File: config.mk
export PLATFORM = sky130hd
export DESIGN_NAME = knockout_controller
export DESIGN_NICKNAME = d
export VERILOG_FILES = /design/src/rtl/knockout_controller.sv
export SDC_FILE = /design/constraint.sdc
export NUM_CORES = 1
export LEC_CHECK = 0
export CORE_ASPECT_RATIO = 2
export CORE_UTILIZATION = 50
export CTS_CLUSTER_SIZE = 20
export DETAILED_ROUTE_END_ITERATION = 10
export PLACE_DENSITY = 0.79
export SYNTH_ARGS = -nofsm -noshare
export SYNTH_HDL_FRONTEND = slang
export SYNTH_SLANG_ARGS = --single-unit
export TNS_END_PERCENT = 50
File: constraint.sdc
create_clock -name clk -period 4.34 [get_ports clk]
set_clock_uncertainty 0.15 [all_clocks]
set_input_delay 0.651 -clock clk [delete_from_list [all_inputs] [get_ports clk]]
set_output_delay 0.651 -clock clk [all_outputs]
set_load 0.005 [all_outputs]
File: src/rtl/knockout_controller.sv
// knockout_controller: counts qualified trigger edges, waits a delay, then drives a registered knockout window
module knockout_controller #(
  parameter int CNT_W = 8,
  parameter int DLY_W = 8,
  parameter int LEN_W = 8
) (
  input  logic             clk,
  input  logic             rst,
  input  logic             arm,
  input  logic             disarm,
  input  logic             auto_rearm,
  input  logic [CNT_W-1:0] hit_target,
  input  logic [DLY_W-1:0] delay_cycles,
  input  logic [LEN_W-1:0] ko_len,
  input  logic             trig1,
  input  logic             trig_valid,
  output logic             knockout,
  output logic             ko_start,
  output logic             armed,
  output logic             done,
  output logic [CNT_W-1:0] hit_count
);
  typedef enum logic [2:0] {IDLE, ARMED, DELAY, KNOCK, DONE} state_t;
  state_t state, nxt;
  logic q, q_d, hit, last, latch;
  logic [CNT_W-1:0] tgt_s;
  logic [DLY_W-1:0] dly_s, dly_c;
  logic [LEN_W-1:0] len_s, len_c, len_eff;
  logic [CNT_W:0] tgt_eff;
  logic ar_s;
  assign q = trig1 & trig_valid;
  assign hit = q & ~q_d;
  assign tgt_eff = tgt_s == '0 ? (CNT_W+1)'(1) : {1'b0, tgt_s};
  assign len_eff = len_s == '0 ? LEN_W'(1) : len_s;
  assign last = ({1'b0, hit_count} + (CNT_W+1)'(1)) >= tgt_eff;
  assign latch = nxt == ARMED && (state == IDLE || state == DONE);
  always_comb begin
    nxt = state;
    if (disarm) nxt = IDLE;
    else
      case (state)
        IDLE:    nxt = arm ? ARMED : IDLE;
        ARMED:   nxt = hit && last ? (dly_s == '0 ? KNOCK : DELAY) : ARMED;
        DELAY:   nxt = dly_c == DLY_W'(1) ? KNOCK : DELAY;
        KNOCK:   nxt = len_c == LEN_W'(1) ? (ar_s ? ARMED : DONE) : KNOCK;
        DONE:    nxt = arm ? ARMED : DONE;
        default: nxt = IDLE;
      endcase
  end
  always_ff @(posedge clk) begin
    if (rst) begin
      state <= IDLE;
      q_d <= 1'b0;
      knockout <= 1'b0;
      ko_start <= 1'b0;
      armed <= 1'b0;
      done <= 1'b0;
      hit_count <= '0;
      tgt_s <= '0;
      dly_s <= '0;
      len_s <= '0;
      ar_s <= 1'b0;
      dly_c <= '0;
      len_c <= '0;
    end else begin
      q_d <= q;
      state <= nxt;
      knockout <= nxt == KNOCK;
      ko_start <= nxt == KNOCK && state != KNOCK;
      armed <= nxt == ARMED;
      done <= nxt == DONE;
      dly_c <= state == DELAY ? dly_c - DLY_W'(1) : dly_s;
      len_c <= state == KNOCK ? len_c - LEN_W'(1) : len_eff;
      if (latch) begin
        tgt_s <= hit_target;
        dly_s <= delay_cycles;
        len_s <= ko_len;
        ar_s <= auto_rearm;
        hit_count <= '0;
      end
      if (state == KNOCK && nxt == ARMED) hit_count <= '0;
      if (state == ARMED && hit && !disarm) hit_count <= &hit_count ? hit_count : hit_count + CNT_W'(1);
    end
  end
endmodule
-- Yosys cells after proc, flatten, opt, wreduce, memory -nomap -nowiden
Index checks and enable logic that the tools add are counted.
- bits in registers: 57
- input port bits: 31
- output and inout bits: 12
- word-level logic and storage cells: 64
- add/sub/neg operators: 4
- $lt $le $gt $ge: 1
- equality and inequality tests: 11
- mux-type cells: 17
- bitwise operators: 3
- reductions and logical operators: 15
- operators with widths (kind ; number):
    $mux 8 ; 8
    $logic_not 8->1 ; 3
    $eq 8x1->1 const B ; 2
    $sub 8x1->8 const B ; 2
    $pmux 3 s5 ; 1
    $mux 3 ; 4
    $add 8x1->9 const B ; 1
    $eq 3x2->1 const B ; 3
    $ge 9x8->1 ; 1
    $add 8x1->8 const B ; 1
    $reduce_and 8->1 ; 1
    $eq 3x1->1 const B ; 2
    $eq 3x3->1 const B ; 2
    $logic_and 1x1->1 ; 6
    $logic_not 3->1 ; 1
    $mux 1 ; 3
    $ne 3x2->1 const B ; 1
    $reduce_bool 3->1 ; 1
    $and 1x1->1 ; 2
    $mux 2 ; 1
    $ne 2x2->1 const B ; 1
    $reduce_and 2->1 ; 1
    $logic_not 1->1 ; 1
    $logic_or 1x1->1 ; 1
    $not 1->1 ; 1

-- Logic depth before layout (Yosys ltp)
- depth after elaboration: 12
- gate-level depth with buffers: 12
- gate-level depth less buffers: 12

-- Least setup slack after synthesis
Ideal clock, no wire load.
- path type: reg2reg
- start: register hit_count[0]
- end: register hit_count[6]
- setup time: 117 ps
- arrival time: 2664 ps
- required time: 4073 ps
- slack: 1409 ps
- cell stages (with the launch flop): 11
- buffers on the path: 0
- period minus slack after synthesis: 2931 ps
- path through: dfxtp_1 -> ha_1 -> nand3_1 -> nor2_1 -> xor2_1 -> ha_1 -> and4_1 -> a311oi_1 -> a211oi_4 -> a31o_2 -> a32o_1
- cells in the longest elaborated chain, start to end: 10
- elaborated cells on any way between the ends: 17
- classes of those cells: add/sub (2); order compare (1); eq/ne (2); mux (6); reduce/logical (6)
- ends and longest elaborated chain (what ; line ; RTL):
    start, declared ; 21 ; output logic [CNT_W-1:0] hit_count
    start signal, assigned ; 82 ; if (state == ARMED && hit && !disarm) hit_count <= &hit_count ? hit_count : hit_count + CNT_W'(1);
    $add 8x1->9 ; 35 ; assign last = ({1'b0, hit_count} + (CNT_W+1)'(1)) >= tgt_eff;
    $ge 9x8->1 ; 35 ;
    $logic_and 1x1->1 ; 43 ; ARMED: nxt = hit && last ? (dly_s == '0 ? KNOCK : DELAY) : ARMED;
    $mux 2 ; 43 ;
    $pmux 3 s5 ; 41 ; case (state)
    $mux 3 ; 39 ; if (disarm) nxt = IDLE;
    $eq 3x1->1 ; 36, 81 ;
    $logic_and 1x1->1 (on tied branches) ; 36, 81 ;
    $reduce_bool 3->1 (no source line) / $mux 8 (equally long branches) ; - ;
    $reduce_and 2->1 (no source line) / $mux 8 (equally long branches) ; - ;
Parallel ways exist; a longest one is shown, timed or not. The select of a mux whose other input is x is not followed.
A chain may end at the register's enable or synchronous reset.

-- Final worst setup path
Same ends and word-level chain as after synthesis.

==> results.cfg <==
[timing]
finalSetupViolCount = 0
tightest_slew_ns = 0.966
min_period_over_period_pct = 75.9
holdWs_ns = 0.327
relSlewSlack_pct = 35.6
period_minus_slack_ns = 3.29
final_hold_viol_count = 0
max_freq_ghz = 0.304
slew_violations = 0
setup_slack_ns = 1.05
rsz0062_at_grt = no
fin_setup_tns_ns = 0

[clocking]
cts_buffers = 9
cts_max_path_buffers = 2
clkTransAtPathRegs_ns = 0.06
post_cts_buffers = 0
htreeDepth = 3
worst_skew_pair.late_latency_ns = 0.34
root_buffer = clkbuf_8
cts_resized = 0
cts.sinks = 57
ctsHoldBuffers = 0
cts_tree = yes

[routing]
drc = 0
vias_per_cell = 5.80
wl_per_cell_um = 14.7
drt-pass1-iter-count = 4
vias = 2506
drt-total-wl_um = 6370
drt_first_iter_violations = 48
drtAntennaViolNets = 0

[floorplanning]
fp.dieH_um = 108
ios = 43
die_area_um2 = 5890
die_width_um = 54.8
core-area_um2 = 5370
start_util_pct = 51.8
rows = 38

[power_and_ir_drop]
power_mw = 1.15
p_switching_mw = 0.296
leakagePower_nw = 1.26
power_density_nw_per_um2 = 340
internal_power_mw = 0.852
clockPowerShare_pct = 36.9
netSwitchingFraction_pct = 25.8
ir_drop_mv = 0.279
p_comb_share_pct = 14.6
seqPwrFrac_pct = 48.6

[finish]
final_common_cell = dfxtp_1
final_area_um2 = 3380
fin_nets = 413
layout-drive-gt1-share_pct = 6.72
area_delta_synth_final_pct = 21.5
final_cell_mix = dfxtp_1, clkdlybuf4s50_1, nor2_1
fin_util_pct = 62.9
diodes = 0
fin_cells = 432

[synthesis]
synth-edff-count = 0
ys_async_sr_fraction_pct = 0
synthDistinctLibCells = 42
ys_ff_latch = 57
synthesis.area_um2 = 2780
synthFlopType = dfxtp_1
synthCells = 330
synth_fp_nets = 374
syn_avg_cell_area_um2 = 8.43
seq_area_frac_synth_pct = 41.0
yosysWarnings = 0

[global_route]
gr-total-overflow = 0
track_usage_pct = 25.7
antenna_found_initial = 0
grt_max_degree = 40
grt_pass1_vias = 2495
grt_pass1_wl_um = 10700

[critical_path]
ff2ff_setup_slack_ns = 1.05
arrival_ns = 3.37
cpMostUsedCell = ha_1
required_ns = 4.42
crit_path_max_fanout = 14
max_stage_delay_ns = 0.50
critical_path_class = reg -> reg
timing.rr.start = hit_count[0]
path_cells = ha_1 > nand3_1 > nor2_1 > xor2_1 > ha_1 > and4_1 > a311oi_1 > a211oi_4 > a31o_2 > a32o_1
reg2reg_to = hit_count[6]
cp_slowest_cell = a311oi_1
critPathCaptureType = flip-flop
crit_path_start_kind = flip-flop
reg2reg_depth = 10

[run]
drv_cap = 0

[status]
outcome = completed

[worst_hold_path]
min_to = tgt_s[6]
holdPathStages = 2
min_from = tgt_s[6]
min_path_type = reg -> reg

[place]
dp_cells = 418
post-place-ws_ns = 1.12
gp_congestion = 0.938
dp_hpwl_um = 4610
dpl_cell_area_um2 = 3220
port-buffer-count = 42
## critical path: cells and delay by family, from the launching register on
family                     cells  cell delay [ns]
AOI/OAI and AO/OA              4             1.30
and+or+nand+nor                3             0.57
xor gates and xnor gates       1             0.22
DFF                            1             0.45
adders and majority gates      2             0.51
## power groups by stage
stage          Sequential (mW)  Clock (mW)  Combinational, mW
2_1_floorplan            0.565           0              0.116
3_3_place_gp             0.569           0              0.164
3_5_place_dp             0.569           0              0.166
4_1_cts                  0.558       0.432              0.168
5_1_grt                  0.560       0.458              0.188
6_report                 0.558       0.423              0.167
## cells by family after synthesis
group | Yosys count | synth area share (%)
buffers and inverters | 35 | 5.53
DFF | 57 | 41.0
AOI/OAI and AO/OA | 95 | 21.5
and+or+nand+nor | 115 | 21.4
xor gates and xnor gates | 15 | 4.72
adders and majority gates | 13 | 5.85
## metal layers
metal	routed length (um)	GRT usage (%)	part of all wire, %	vias up
li1	-	-	-	1256
met1	2420	26.5	38	1165
met2	3480	42.5	55	65
met3	207	5.37	3.3	20
met4	265	18.9	4.2	0
met5	0	0	0	-
## synth_stat cells (7+ instances only)
cell	n	area, um^2
dfxtp_1	57	1140
a21oi_1	29	145
xnor2_1	7	61.3
o21ai_0	20	100
a211oi_1	17	128
o21ai_1	11	55.1
clkbuf_1	13	48.8
nand3_1	29	145
inv_1	17	63.8
xor2_1	8	70.1
ha_1	13	163
nor2_1	35	131
nand2_1	13	48.8
## area by class of cell
class	instances	area, um^2
fill	479	1990
multi-input combinational	238	1490
sequential	57	1140
timing repair buffer	46	450
clock buffer	14	163
tap	60	75.1
inverter	17	63.8
## registers in the layout, indices dropped and copies added (netlist names)
name,cells
state,3
len_c,8
ko_start,1
dly_s,8
knockout,1
tgt_s,8
ar_s,1
len_s,8
armed,1
dly_c,8
hit_count,8
done,1
q_d,1
## worst max-delay path by stage
stage,to,start,cells after the start,slack (ns)
floorplan,hit_count[6],hit_count[0],10,1.41
global placement,hit_count[6],hit_count[0],10,1.20
detailed placement,hit_count[6],hit_count[0],10,1.12
CTS,ar_s,hit_count[0],11,1.08
global route,ar_s,hit_count[0],12,0.79
finish,hit_count[6],hit_count[0],10,1.05
Note: power is estimated with default switching activity, not from simulation.
